--- src/rtl/vga_timing_if.sv ---
// -----------------------------------------------------------------------------
// vga_timing_if
// Raster timing bus carried from the timing generator to the drawing stages.
//   hcount      [11:0]  current pixel within the line
//   vcount      [11:0]  current line within the frame
//   hsync               horizontal sync (polarity set by the generator)
//   vsync               vertical sync (polarity set by the generator)
//   hblnk               high while hcount is outside the visible area
//   vblnk               high while vcount is outside the visible area
//   frame_start         one-cycle pulse when the raster wraps to (0,0)
// Modports: master drives the bus (timing generator), slave consumes it.
// -----------------------------------------------------------------------------
interface vga_timing_if;
  logic [11:0] hcount;
  logic [11:0] vcount;
  logic        hsync;
  logic        vsync;
  logic        hblnk;
  logic        vblnk;
  logic        frame_start;

  modport master (
    output hcount, vcount, hsync, vsync, hblnk, vblnk, frame_start
  );

  modport slave (
    input hcount, vcount, hsync, vsync, hblnk, vblnk, frame_start
  );
endinterface

--- src/rtl/vga_timing.sv ---
// -----------------------------------------------------------------------------
// vga_timing
// Free-running VGA raster timing generator (default 800x600 @ 60 Hz, 40 MHz).
// Ports:
//   pclk   in   pixel clock, rising edge
//   rst    in   asynchronous, active-low reset
//   vga    master modport of vga_timing_if: hcount, vcount, hsync, vsync,
//          hblnk, vblnk, frame_start (all registered, mutually aligned)
// Sync, blank and frame_start are decoded from the next-count values and
// registered alongside the counts, so every output describes the same pixel.
// -----------------------------------------------------------------------------
module vga_timing #(
  parameter int H_ACTIVE  = 800,
  parameter int H_FP      = 40,
  parameter int H_SYNC    = 128,
  parameter int H_BP      = 88,
  parameter int V_ACTIVE  = 600,
  parameter int V_FP      = 1,
  parameter int V_SYNC    = 4,
  parameter int V_BP      = 23,
  parameter bit HSYNC_POL = 1'b1,
  parameter bit VSYNC_POL = 1'b1
) (
  input  logic         pclk,
  input  logic         rst,
  vga_timing_if.master vga
);

  localparam int H_TOTAL = H_ACTIVE + H_FP + H_SYNC + H_BP;
  localparam int V_TOTAL = V_ACTIVE + V_FP + V_SYNC + V_BP;

  localparam logic [11:0] H_LAST     = 12'(H_TOTAL - 1);
  localparam logic [11:0] V_LAST     = 12'(V_TOTAL - 1);
  localparam logic [11:0] H_VIS      = 12'(H_ACTIVE);
  localparam logic [11:0] V_VIS      = 12'(V_ACTIVE);
  localparam logic [11:0] HS_START   = 12'(H_ACTIVE + H_FP);
  localparam logic [11:0] HS_END     = 12'(H_ACTIVE + H_FP + H_SYNC);
  localparam logic [11:0] VS_START   = 12'(V_ACTIVE + V_FP);
  localparam logic [11:0] VS_END     = 12'(V_ACTIVE + V_FP + V_SYNC);

  logic [11:0] hcount_reg, hcount_next;
  logic [11:0] vcount_reg, vcount_next;
  logic        hsync_reg, hsync_next;
  logic        vsync_reg, vsync_next;
  logic        hblnk_reg, hblnk_next;
  logic        vblnk_reg, vblnk_next;
  logic        frame_start_reg, frame_start_next;
  logic        h_wrap, v_wrap;

  always_comb begin
    h_wrap = (hcount_reg == H_LAST);
    v_wrap = (vcount_reg == V_LAST);

    hcount_next = h_wrap ? 12'd0 : hcount_reg + 12'd1;

    // vcount only moves on the line wrap, which keeps vsync/vblnk
    // line-granular without any extra gating.
    vcount_next = vcount_reg;
    if (h_wrap) begin
      vcount_next = v_wrap ? 12'd0 : vcount_reg + 12'd1;
    end

    hblnk_next = (hcount_next >= H_VIS);
    vblnk_next = (vcount_next >= V_VIS);
    hsync_next = ((hcount_next >= HS_START) && (hcount_next < HS_END))
                 ? HSYNC_POL : !HSYNC_POL;
    vsync_next = ((vcount_next >= VS_START) && (vcount_next < VS_END))
                 ? VSYNC_POL : !VSYNC_POL;

    // Only a genuine wrap into (0,0) pulses; the post-reset (0,0) does not.
    frame_start_next = h_wrap && v_wrap;
  end

  always_ff @(posedge pclk or negedge rst) begin
    if (!rst) begin
      hcount_reg      <= 12'd0;
      vcount_reg      <= 12'd0;
      hsync_reg       <= !HSYNC_POL;
      vsync_reg       <= !VSYNC_POL;
      hblnk_reg       <= 1'b0;
      vblnk_reg       <= 1'b0;
      frame_start_reg <= 1'b0;
    end else begin
      hcount_reg      <= hcount_next;
      vcount_reg      <= vcount_next;
      hsync_reg       <= hsync_next;
      vsync_reg       <= vsync_next;
      hblnk_reg       <= hblnk_next;
      vblnk_reg       <= vblnk_next;
      frame_start_reg <= frame_start_next;
    end
  end

  assign vga.hcount      = hcount_reg;
  assign vga.vcount      = vcount_reg;
  assign vga.hsync       = hsync_reg;
  assign vga.vsync       = vsync_reg;
  assign vga.hblnk       = hblnk_reg;
  assign vga.vblnk       = vblnk_reg;
  assign vga.frame_start = frame_start_reg;

endmodule

--- src/flat_wrapper.sv ---
// flat-port wrapper written by rule: the top's interface ports become plain ports
module vga_timing_flat 
#(
  parameter int H_ACTIVE  = 800,
  parameter int H_FP      = 40,
  parameter int H_SYNC    = 128,
  parameter int H_BP      = 88,
  parameter int V_ACTIVE  = 600,
  parameter int V_FP      = 1,
  parameter int V_SYNC    = 4,
  parameter int V_BP      = 23,
  parameter bit HSYNC_POL = 1'b1,
  parameter bit VSYNC_POL = 1'b1
)
  (pclk, rst, vga_hcount, vga_vcount, vga_hsync, vga_vsync, vga_hblnk, vga_vblnk, vga_frame_start);
  vga_timing_if vga_i ();
  input  logic pclk;
  input  logic rst;
  output wire logic [$bits(vga_i.hcount)-1:0] vga_hcount;
  output wire logic [$bits(vga_i.vcount)-1:0] vga_vcount;
  output wire logic [$bits(vga_i.hsync)-1:0] vga_hsync;
  output wire logic [$bits(vga_i.vsync)-1:0] vga_vsync;
  output wire logic [$bits(vga_i.hblnk)-1:0] vga_hblnk;
  output wire logic [$bits(vga_i.vblnk)-1:0] vga_vblnk;
  output wire logic [$bits(vga_i.frame_start)-1:0] vga_frame_start;
  assign vga_hcount = vga_i.hcount;
  assign vga_vcount = vga_i.vcount;
  assign vga_hsync = vga_i.hsync;
  assign vga_vsync = vga_i.vsync;
  assign vga_hblnk = vga_i.hblnk;
  assign vga_vblnk = vga_i.vblnk;
  assign vga_frame_start = vga_i.frame_start;
  vga_timing #(.H_ACTIVE(H_ACTIVE), .H_FP(H_FP), .H_SYNC(H_SYNC), .H_BP(H_BP), .V_ACTIVE(V_ACTIVE), .V_FP(V_FP), .V_SYNC(V_SYNC), .V_BP(V_BP), .HSYNC_POL(HSYNC_POL), .VSYNC_POL(VSYNC_POL)) u_core (.pclk(pclk), .rst(rst), .vga(vga_i));
endmodule
--- config.mk ---
export PLATFORM = sky130hd
export DESIGN_NAME = vga_timing_flat
export DESIGN_NICKNAME = d
export VERILOG_FILES = /design/src/rtl/vga_timing_if.sv /design/src/rtl/vga_timing.sv /design/src/flat_wrapper.sv
export SDC_FILE = /design/constraint.sdc
export NUM_CORES = 1
export LEC_CHECK = 0
export ABC_CLOCK_PERIOD_IN_PS = 2100
export BUFFER_PORTS_ARGS = -buffer_cell sky130_fd_sc_hd__buf_2
export CORE_MARGIN = 4
export CORE_UTILIZATION = 45
export DETAILED_ROUTE_END_ITERATION = 16
export PLACE_DENSITY = 0.74
export SYNTH_ARGS = -nofsm -noshare
export SYNTH_HDL_FRONTEND = slang
export SYNTH_SLANG_ARGS = --single-unit
export TNS_END_PERCENT = 100
--- constraint.sdc ---
create_clock -name pclk -period 2.1 [get_ports pclk]
set_input_delay 0.42 -clock pclk [delete_from_list [all_inputs] [get_ports pclk]]
set_output_delay 0.42 -clock pclk [all_outputs]
set_load 0.05 [all_outputs]
==> impl_summary.md, run 1 <==
Route
The first routing iteration left 143 violations. The count of antenna-violating nets left after detailed routing is 0. The final layout contains routed wiring with a total length of 4420 µm. After detailed routing, the number of remaining DRC violations is 0.

The routed layout has 1636 vias. After detailed routing, the average wire length per cell comes to 15.3 µm. Before antenna repair, the detailed router went through 4 iterations. The detail-routed via count per cell is 5.68.

Clock tree
The clock tree buffer depth is 2. Counting the buffers created by CTS gives 5. TritonCTS built the clock tree. Clock tree synthesis selected as its root buffer the cell sky130_fd_sc_hd__clkbuf_8. Clock tree synthesis found a total of 29 sinks. The source-to-sink clock delay at the later pin of the worst-skew pair is 290 ps. The H-tree was split into 2 levels. The clock input transition at the sequential cells of the worst setup and hold paths is 60 ps.

Floorplan
The die height is 70.3 µm. The floorplan has 22 rows. The area of the core is 0.00372 mm².

During I/O placement, the number of pins put on the boundary was 31. The initial utilization of the core area, before any placement, comes to 47.0%. The die is 70.3 µm wide.

The floorplan step defined a die boundary enclosing 0.00494 mm².

Final layout
With fillers left out, the area of the finished cells amounts to 0.00233 mm². The number of non-filler instances in the completed layout is 288. The number of antenna diodes in the final layout is 0. The count of fill cells added during filler insertion is 316. The number of nets in the finished design is 243. The layout overhead on the synthesized area is 33.6%. The final core area utilization is 62.8%.

The fraction of layout instances using a drive strength above 1 is 45.4%.

Global routing
The number of antenna violations at the first check in global routing is 0. For this run the aggregate overflow at the end of global routing stands at 0. The first-pass GRT wire length is 7200 µm. The largest net degree at the start of global routing is 30.

The via count of the first global-routing pass is 1529. Global routing consumed, over all layers together, 18.6% of the routing resources.

Setup path
STA classifies the critical path endpoint as a flip-flop. The type of the worst setup path is reg2reg. At the worst endpoint, the arrival time is 2230 ps. The data required time at the worst endpoint is 2260 ps.

The maximum fanout count along the critical path is 8. The worst setup path is launched from a flip-flop.

Placement
The post-detailed-placement half-perimeter wirelength is 3190 µm. Input and output buffers added on the ports amount to 30. The final weighted congestion in routability-driven placement is 0.879.

Once placement finished, the instance area stood at 0.00213 mm². The total instance count after detailed placement is 275.

Synth
Of the post-synthesis cell area, the dominant cell type holds 41.6%. The number of nets in the synthesized netlist is 187. The number of enable-type register cells in the synthesized netlist is 0. The synthesized design spends more area on one cell type than any other, namely sky130_fd_sc_hd__dfrtp_1. In this run the cell area of the synthesized design comes to 0.00175 mm². The number of register bits inferred by synthesis is 29.

In this run the mean area of a mapped cell was 9.54 µm². The number of distinct library cells after synthesis is 54. The synthesized netlist cell count is 183. The sequential-to-total area share from yosys stat is 41.6%. Sorting the synthesized cells by area gives the leading types as sky130_fd_sc_hd__dfrtp_1 42%, sky130_fd_sc_hd__xnor2_1 7.0%, sky130_fd_sc_hd__nand2_1 4.1%, sky130_fd_sc_hd__nor3_1 3.4%, sky130_fd_sc_hd__nand3_1 2.9%.

The most common flop cell mapped by yosys is sky130_fd_sc_hd__dfrtp_1. The number of warning messages in the yosys log is 0. After synthesis, the share of flip-flops with an asynchronous set or reset is 100%.

Power
For this design the static power due to leakage is 0.00100 µW. The worst IR drop on VDD is 0.310 mV. The power per standard cell area is 435 mW/mm².

STA
In this run the tightest slew margin relative to its limit is 56.4%. The peak clock frequency supported by timing is 484 MHz. Setup repair after global routing could not meet its margin everywhere. The slew at the pin closest to its max-slew limit is 654 ps. In the finished design, the share of the clock period the worst path needs comes to 98.4%.

The final count of hold timing violations is 0. Final hold analysis gives a worst-case slack of 160 ps. For the final database, setup skew stands at 4.00 ps. The final-report max-slew violation count is 0. Setup violations remaining at the end of the flow were counted as 0. The shortest period the worst path allows is 2070 ps.

Flow run
The tool flagged a number of max-cap violations equal to 0.

Worst hold path
The worst hold path belongs to the class in2async.

Run status
The run finished with clean final reports.
## through the flow
stage	setup TNS, ps	setup slack (ps)	total power (µW)
after floorplan	-36.0	-19.2	569
after global placement	0	74.5	581
after detailed placement	-6.17	-6.17	581
after CTS	0	3.10	1030
after global routing	-108	-56.3	1060
final	0	34.5	1010
## synthesized netlist by cell type, types with 2 or more instances
cell type and number:
sky130_fd_sc_hd__inv_1 5, sky130_fd_sc_hd__o221ai_1 2, sky130_fd_sc_hd__o21ai_0 7, sky130_fd_sc_hd__dfrtp_1 29, sky130_fd_sc_hd__nand3_1 10, sky130_fd_sc_hd__nor3_1 12
sky130_fd_sc_hd__a21oi_1 3, sky130_fd_sc_hd__nor2_1 9, sky130_fd_sc_hd__clkbuf_1 3, sky130_fd_sc_hd__buf_6 2, sky130_fd_sc_hd__buf_2 3, sky130_fd_sc_hd__o21a_1 2
sky130_fd_sc_hd__a22o_1 2, sky130_fd_sc_hd__xor2_1 5, sky130_fd_sc_hd__nand2_1 19, sky130_fd_sc_hd__xnor2_1 14, sky130_fd_sc_hd__nor3b_1 3, sky130_fd_sc_hd__and2_1 2
sky130_fd_sc_hd__a31oi_1 4, sky130_fd_sc_hd__and3_1 5, sky130_fd_sc_hd__o21ai_1 2, sky130_fd_sc_hd__ha_1 2, sky130_fd_sc_hd__nor4_1 4, sky130_fd_sc_hd__nand4_1 3
sky130_fd_sc_hd__nor2b_1 2
## critical path, stage by stage (launching register included)
cell and delay, ps:
sky130_fd_sc_hd__dfrtp_2 460, sky130_fd_sc_hd__or4_4 560, sky130_fd_sc_hd__nor4_4 360, sky130_fd_sc_hd__buf_4 200, sky130_fd_sc_hd__nor2_1 50, sky130_fd_sc_hd__o221ai_2 210
sky130_fd_sc_hd__a2111oi_4 100
## cells in the final DEF (no fill, tap or decap), types with 3 or more instances in the layout
cell type                  Yosys  routed
sky130_fd_sc_hd__a31oi_1       4       4
sky130_fd_sc_hd__buf_4         1      28
sky130_fd_sc_hd__o21ai_1       2       3
sky130_fd_sc_hd__dfrtp_1      29       9
sky130_fd_sc_hd__nor2_1        9       9
sky130_fd_sc_hd__xnor2_1      14      14
sky130_fd_sc_hd__nor4b_4       1       3
sky130_fd_sc_hd__xor2_1        5       5
sky130_fd_sc_hd__nand2_1      19      19
sky130_fd_sc_hd__dfrtp_2       0      20
sky130_fd_sc_hd__a21oi_1       3       3
sky130_fd_sc_hd__and3_1        5       4
sky130_fd_sc_hd__clkbuf_8      0       5
sky130_fd_sc_hd__nor3_1       12       9
sky130_fd_sc_hd__nor3_2        1       4
sky130_fd_sc_hd__o21ai_0       7       6
sky130_fd_sc_hd__nand3_1      10      10
sky130_fd_sc_hd__buf_2         3      30
sky130_fd_sc_hd__inv_1         5       5
sky130_fd_sc_hd__nand4_1       3       3
## report_power, final
group | internal, µW | switching, µW | leakage (µW)
combinational | 0.667 | 10.6 | 0.000598
sequential | 559 | 0 | 0.000360
clock | 229 | 216 | 0.0000450
total | 788 | 226 | 0.00100
## kinds of logic (layout without fill, tap and decap cells)
kind of cell	Yosys count	count (layout)	synth area share, %
AOI/OAI and AO/OA	33	33	13.3
xor gates and xnor gates	19	19	9.53
adders and majority gates	2	2	1.43
buffers and inverters	14	71	4.30
DFF	29	29	41.6
muxes	1	1	0.573
and+or+nand+nor	85	85	29.2
## path summary, 6_finish.rpt
check	start	end	slack [ps]	depth (start not counted)
worst max register to register	u_core.vga.vcount[2]$_DFF_PN0_	u_core.vga.vsync$_DFF_PN0_	30	6
max in group asynchronous	rst	u_core.vga.vcount[2]$_DFF_PN0_	1470	1
min in group pclk	u_core.vga.hcount[2]$_DFF_PN0_	u_core.vga.hcount[2]$_DFF_PN0_	530	1
worst max-delay path	u_core.vga.vcount[2]$_DFF_PN0_	u_core.vga.vsync$_DFF_PN0_	30	6
worst min register to register	u_core.vga.hcount[2]$_DFF_PN0_	u_core.vga.hcount[2]$_DFF_PN0_	530	1
worst min-delay path	rst	u_core.vga.frame_start$_DFF_PN0_	160	1
## repair_timing
action | 4_1_cts | 5_1_grt
setup endpoints to repair | 1 | 2
setup buffers | 1 | 4
gates cloned | 0 | 0
pin swaps | 1 | 9
hold buffers | 0 | 0
resized for setup | 2 | 12
## final cells by class
type,count,area (µm²),area share (%)
clock buffers,6,72.6,3.11
well taps,48,60.1,2.58
flip-flops and latches,29,751,32.2
repair buffers,58,360,15.5
clock inverters,2,10.0,0.429
inverters,5,18.8,0.805
multi-input cells,140,1060,45.4
## layer usage
layer / track usage (%) / up-vias / share of wire (%)
met2: 28.5 / 67 / 47
met5: 0 / - / 0
met1: 24.7 / 775 / 44
met3: 5.18 / 13 / 6.8
met4: 7.66 / 0 / 2.5
li1: - / 781 / -
(Power assumes the default switching activity.)
==> inputs of run 2 (changes only) <==
--- a/config.mk
+++ b/config.mk
@@ -7,7 +7,6 @@
 export LEC_CHECK = 0
 export ABC_CLOCK_PERIOD_IN_PS = 2100
 export BUFFER_PORTS_ARGS = -buffer_cell sky130_fd_sc_hd__buf_2
-export CORE_MARGIN = 4
 export CORE_UTILIZATION = 45
 export DETAILED_ROUTE_END_ITERATION = 16
 export PLACE_DENSITY = 0.74
==> impl_summary.md, run 2 (synthesis results as in run 1) <==
Global routing
The number of antenna violations at the first check in global routing is 0 (unchanged). The global-route total usage across every layer is 21.7% (+3.1 points). The largest net degree at the start of global routing is 30 (unchanged).

The remaining global-route overflow is 0 (unchanged). The first-pass GRT wire length is 6840 µm (-5.0%). The via count of the first global-routing pass was 1445 (-5.5%).

STA
The worst hold slack is 167 ps (+6.56 ps). The clock skew came to 4.55 ps (+0.547 ps). The final count of hold timing violations was 0 (unchanged). The setup-violating endpoint count in the final report was 1 (+1). The normalized max-slew margin came to 56.5% (+0.12 points).

Setup repair after global routing could not meet its margin everywhere. The peak clock frequency supported by timing came to 472 MHz (-2.6%). The shortest period the worst path allows came to 2120 ps (+54.9 ps).

The setup slack after layout is -20.4 ps (-54.9 ps). The slew at the pin closest to its max-slew limit is 652 ps (-1.81 ps). The portion of the clock cycle consumed by the worst path in the final layout is 101% (+2.6 points). The final-report max-slew violation count is 0 (unchanged).

Power
The reported leakage power is 0.00104 µW (+4.1%). The sum of internal, switching and leakage power is 1080 µW (+6.5%). The portion of total power attributed to sequential cells is 51.7% (-3.4 points). The power per standard cell area was 457 mW/mm² (+5.2%). The clock power share is 47.2% (+3.4 points).

The internal power came to 855 µW (+8.5%). The worst IR drop on VDD is 0.282 mV (-9.0%). The relative contribution of combinational cells to total power is 1.0% (about the same). The net switching power of the design is 225 µW (-0.55%). The proportion of total power due to net switching came to 20.8% (-1.5 points).

Clock tree
The clock input transition at the sequential cells of the worst setup and hold paths is 60 ps (about the same). CTS placed an instance of sky130_fd_sc_hd__clkbuf_8 at the clock tree root. The clock sink count is 29 (unchanged). TritonCTS built the clock tree. The H-tree depth reported by CTS is 2 (unchanged). The number of clock buffers inserted by TritonCTS is 5 (unchanged). The clock tree buffer depth was 2 (unchanged). The number of buffers inserted for hold repair after clock tree synthesis was 0 (unchanged). The source-to-sink clock delay at the later pin of the worst-skew pair came to 280 ps (about the same).

Route
The DRC violation total after the first TritonRoute iteration is 119 (-17%). The total via count in the routed design is 1638 (+0.12%). The mean routed wirelength per cell is 15.2 µm (-1.1%). The aggregate routed wire length is 4420 µm (about the same). The count of antenna-violating nets left after detailed routing was 0 (unchanged). The number of detailed-routing iterations run before antenna repair is 4 (unchanged). The detail-routed via count per cell was 5.63 (-0.91%).

The DRC violation count after routing is 0 (unchanged).

Setup path
The reg-to-reg setup timing slack was -20 ps (-50 ps). STA classifies the critical path endpoint as a flip-flop. The critical path is of the reg2reg type. The cell family contributing the most delay on the critical path is simple AND/OR/NAND/NOR gates. The delay contributed by the slowest stage of the critical path came to 560 ps (about the same). The worst path arrival time is 2270 ps (+40 ps). The combined buffer and inverter count along the critical path was 1 (unchanged). The maximum fanout count along the critical path is 7 (-1). The data required time at the worst endpoint is 2250 ps (about the same). Walking the worst path, the cells encountered are or4_4 > nor4_4 > buf_4 > nor2_1 > o221ai_1 > a2111oi_4.

The largest individual stage delay along the critical path comes from the cell sky130_fd_sc_hd__or4_4. The element type at the critical path start is a flip-flop.

Final layout
The count of fill cells added during filler insertion is 314 (-0.63%). The layout overhead on the synthesized area is 35.3%. The antenna diode count is 0 (unchanged). The top cell types in the final layout, fill and taps aside, are 30 x sky130_fd_sc_hd__buf_2, 30 x sky130_fd_sc_hd__buf_4, 21 x sky130_fd_sc_hd__dfrtp_2. The finished layout cell area is 0.00236 mm² (+1.2%). The fraction of layout instances using a drive strength above 1 is 46.9% (+1.5 points). The number of nets in the finished design is 246 (+1.2%).

Floorplan
The starting density of the core is 47.3% (+0.35 points). The die height came to 64.3 µm (-8.5%). The standard-cell row count came to 22 (unchanged). The area of the die came to 0.00413 mm² (-16%). The number of top-level pins came to 31 (unchanged).

The area of the core is 0.00369 mm² (-0.74%). The floorplan die width is 64.3 µm (-8.5%).

Run status
The run finished, with violations left. The checks that failed: negative setup slack.

Placement
The post-detailed-placement half-perimeter wirelength is 2960 µm (-7.0%). The final weighted congestion in routability-driven placement is 0.951 (+8.1%). The count of port buffers added during placement came to 30 (unchanged). The cell area reported after detailed placement was 0.00211 mm² (-1.1%). The post-place setup slack was -8.43 ps (-2.26 ps).

Worst hold path
The class of the worst hold path is in2async.

Flow run
The number of max-cap violations is 0 (unchanged).
[run 2: repair_timing]
action                                  CTS  global route
pin swaps                                 3            10
setup buffers                             1            10
gates resized for setup                   3            12
endpoints found under the setup margin    1             4
[run 2: layer usage]
| metal | vias up | share of wire (%) | global-route usage (%) |
|---|---|---|---|
| met5 | - | 0 | 0 |
| met4 | 0 | 1.7 | 8.33 |
| met3 | 9 | 6.3 | 4.82 |
| met2 | 65 | 46 | 33.3 |
| met1 | 782 | 46 | 29.7 |
| li1 | 782 | - | - |
[run 2: final timing paths]
check,start,to,cells after the start
max in group asynchronous,rst,u_core.vga.hcount[3]$_DFF_PN0_,1
worst min-delay path,rst,u_core.vga.vcount[8]$_DFF_PN0_,1
worst min register to register,u_core.vga.hcount[0]$_DFF_PN0_,u_core.vga.hcount[0]$_DFF_PN0_,1
min in group pclk,u_core.vga.hcount[0]$_DFF_PN0_,u_core.vga.hcount[0]$_DFF_PN0_,1
worst max-delay path,u_core.vga.vcount[2]$_DFF_PN0_,u_core.vga.vsync$_DFF_PN0_,6
worst max register to register,u_core.vga.vcount[2]$_DFF_PN0_,u_core.vga.vsync$_DFF_PN0_,6
[run 2: power by group through the flow]
stage                     logic, µW  clock network, µW  registers (µW)
final                          11.2                510             558
after global routing           13.8                543             558
after CTS                      12.1                516             558
after detailed placement       12.1                  0             569
after global placement         12.1                  0             569
after floorplan            0.000333                  0             569
[run 2: area by class of cell]
class	count	area [µm²]	share of cell area [%]
repair buffers	61	387	16.4
flip-flops and latches	29	752	31.8
clock buffers	7	96.3	4.08
multi-input cells	140	1040	44.1
inverters	5	18.8	0.795
well taps	48	60.1	2.54
clock inverters	1	5.00	0.212
[run 2: stage by stage]
stage	std cells	setup TNS, ps	util [%]
floorplan	183	-36.0	-
global placement	272	0	57.2
global route	291	-135	64.0
finish	291	-20.4	64.0
CTS	281	0	60.5
detailed placement	272	-8.43	57.2
==> inputs of run 3 (changes only) <==
--- a/config.mk
+++ b/config.mk
@@ -7,8 +7,10 @@
 export LEC_CHECK = 0
 export ABC_CLOCK_PERIOD_IN_PS = 2100
 export BUFFER_PORTS_ARGS = -buffer_cell sky130_fd_sc_hd__buf_2
+export CORE_ASPECT_RATIO = 2
 export CORE_UTILIZATION = 45
 export DETAILED_ROUTE_END_ITERATION = 16
+export GPL_TIMING_DRIVEN = 0
 export PLACE_DENSITY = 0.74
 export SYNTH_ARGS = -nofsm -noshare
 export SYNTH_HDL_FRONTEND = slang
==> constraint.sdc (replaced) <==
create_clock -name pclk -period 2.1 [get_ports pclk]
set_input_delay 0.105 -clock pclk [delete_from_list [all_inputs] [get_ports pclk]]
set_output_delay 0.105 -clock pclk [all_outputs]
set_load 0.05 [all_outputs]
==> impl_summary.md, run 3 (synthesis results as in run 1) <==
STA
The normalized max-slew margin is 57.2% (+0.63 points). The shortest period the worst path allows is 2100 ps (-25.0 ps). The peak clock frequency supported by timing is 477 MHz (+1.2%). The final-report max-slew violation count came to 0 (unchanged).

The clock skew was 6.92 ps (+2.37 ps). The slew at the pin closest to its max-slew limit is 643 ps (-9.50 ps). The portion of the clock cycle consumed by the worst path in the final layout was 99.8% (-1.2 points).

The final count of hold timing violations is 0 (unchanged). The setup-violating endpoint count in the final report was 0 (-1). Setup repair after global routing could not meet its margin everywhere.

Floorplan
The number of top-level pins was 31 (unchanged). The floorplan die width is 46.0 µm (-28%). The standard-cell row count is 31 (+41%). The area of the die is 0.00415 mm² (+0.37%).

The die height came to 90.1 µm (+40%). The area of the core is 0.00365 mm² (-1.2%). The starting density of the core is 47.9% (+0.55 points).

Setup path
The largest individual stage delay along the critical path comes from the cell sky130_fd_sc_hd__or4bb_4. The worst path arrival time is 2250 ps (-20 ps). The type of the worst setup path is reg2reg. The critical path goes through or4bb_4 > nor4_4 > buf_4 > o21ai_2 > a21oi_2 > or3_4 > a31oi_1. The data required time at the worst endpoint was 2260 ps (about the same).

The maximum fanout count along the critical path is 7 (unchanged). The endpoint identified for the worst register-to-register timing path is u_core.vga.vblnk$_DFF_PN0_. The length in cells of the worst reg-to-reg path is 7 (+1). In this run the worst setup path begins at u_core.vga.vcount[11]$_DFF_PN0_. The delay contributed by the slowest stage of the critical path was 570 ps (about the same). STA classifies the critical path endpoint as a flip-flop. The worst setup path is launched from a flip-flop. The reg-to-reg setup timing slack came to 5 ps (+20 ps). The timing endpoint of the critical path is u_core.vga.vblnk$_DFF_PN0_. In this run the critical register-to-register path is launched from u_core.vga.vcount[11]$_DFF_PN0_.

Power
The reported leakage power is 0.00102 µW (-2.4%). The worst IR drop on VDD is 0.499 mV (+77%). The power per standard cell area is 434 mW/mm² (-5.1%). The sum of internal, switching and leakage power was 1030 µW (-4.3%).

Global routing
The largest net degree at the start of global routing is 30 (unchanged). The number of antenna violations at the first check in global routing is 0 (unchanged). The remaining global-route overflow is 0 (unchanged).

The global-route total usage across every layer came to 21.8% (+0.10 points). The first-pass GRT wire length is 6650 µm (-2.8%). The via count of the first global-routing pass is 1511 (+4.6%).

Final layout
The fraction of layout instances using a drive strength above 1 came to 47.9% (+0.99 points). The library cells used most frequently in the layout, excluding fill and tap cells, are 30 x sky130_fd_sc_hd__buf_2, 25 x sky130_fd_sc_hd__buf_4, 21 x sky130_fd_sc_hd__dfrtp_2. The number of nets in the finished design is 242 (-1.6%). The count of fill cells added during filler insertion is 302 (-3.8%). The most common cell after layout, fill and taps aside is sky130_fd_sc_hd__buf_2. The finished layout cell area is 0.00238 mm² (+0.85%). Compared with the post-synthesis result, the final layout area differs by 36.4%. The antenna diode count is 0 (unchanged).

Placement
The count of port buffers added during placement came to 30 (unchanged). The cell area reported after detailed placement is 0.00202 mm² (-4.3%). The final weighted congestion in routability-driven placement came to 0.849 (-11%). The post-detailed-placement half-perimeter wirelength is 2820 µm (-4.9%).

Clock tree
The source-to-sink clock delay at the later pin of the worst-skew pair is 280 ps (about the same). The clock sink count is 29 (unchanged). The tree is rooted in a sky130_fd_sc_hd__clkbuf_8. The clock input transition at the sequential cells of the worst setup and hold paths is 60 ps (about the same).

The number of clock buffers inserted by TritonCTS came to 5 (unchanged). The H-tree depth reported by CTS is 2 (unchanged). The clock tree buffer depth came to 2 (unchanged). The clock tree from TritonCTS is built.

Route
The number of detailed-routing iterations run before antenna repair is 5 (+1). The detail-routed via count per cell is 5.78 (+2.7%). The DRC violation total after the first TritonRoute iteration was 67 (-44%). The aggregate routed wire length is 4430 µm (+0.25%).

The DRC violation count after routing is 0 (unchanged). The total via count in the routed design is 1659 (+1.3%). The mean routed wirelength per cell is 15.4 µm (+1.6%).

The count of antenna-violating nets left after detailed routing is 0 (unchanged).

Worst hold path
The class of the worst hold path is in2async.

Run status
The flow ran to the end, and the final reports show no timing, DRC or antenna violations.

Flow run
The number of max-cap violations is 0 (unchanged).
==> run 3: through the flow <==
stage	std cells	worst slack (ps)	hold slack, ps	TNS (ps)	util, %
after floorplan	183	-19.2	-191	-36.0	-
after global placement	262	-102	158	-198	55.3
after detailed placement	262	-112	168	-220	55.3
after CTS	273	0.529	407	0	60.1
after global routing	287	-147	477	-251	65.3
final	287	4.56	386	0	65.3
==> run 3: where the power goes <==
part	leakage [µW]	switching, µW	internal [µW]	total [µW]
Combinational	0.000616	10.6	1.87	12.5
Clock	0.0000443	203	259	462
Sequential	0.000358	0	559	559
Total	0.00102	213	820	1030
==> run 3: layout make-up <==
class,instances,area [µm²],share of cell area [%]
Inverter,5,22.5,0.946
Multi-Input combinational cell,140,1110,46.5
Sequential cell,29,752,31.6
Timing Repair Buffer,52,318,13.3
Clock buffer,7,86.3,3.63
Buffer,5,35.0,1.47
Tap cell,49,61.3,2.57
==> run 3: worst max-delay path, delay by kind of cell (launching register included) <==
kind	cells	cell delay [ps]
buf+inv	1	200
flops	1	440
simple gates	3	1010
compound gates	3	310
==> run 3: worst min path at each step <==
stage,startpoint,to,slack [ps],cells after the start
after floorplan,rst,u_core.vga.frame_start$_DFF_PN0_,-190,0
after global placement,rst,u_core.vga.hblnk$_DFF_PN0_,160,1
after detailed placement,rst,u_core.vga.hsync$_DFF_PN0_,170,1
after CTS,rst,u_core.vga.hcount[2]$_DFF_PN0_,410,2
after global routing,rst,u_core.vga.hsync$_DFF_PN0_,480,2
final,rst,u_core.vga.hcount[2]$_DFF_PN0_,390,2
==> run 3: per-layer routing <==
metal	global-route usage, %	vias up	share of wire (%)
met4	14.7	0	4.2
li1	-	773	-
met5	0	-	0
met3	4.62	19	4.2
met2	35.4	59	53
met1	23.4	808	39
==> run 3: repair_timing <==
item                                    CTS  global route
endpoints found under the hold margin    29             0
hold buffers                              1             0
endpoints found under the setup margin    2             2
setup buffers                             6            15
gates resized for setup                  11            16
pin swaps                                10            13
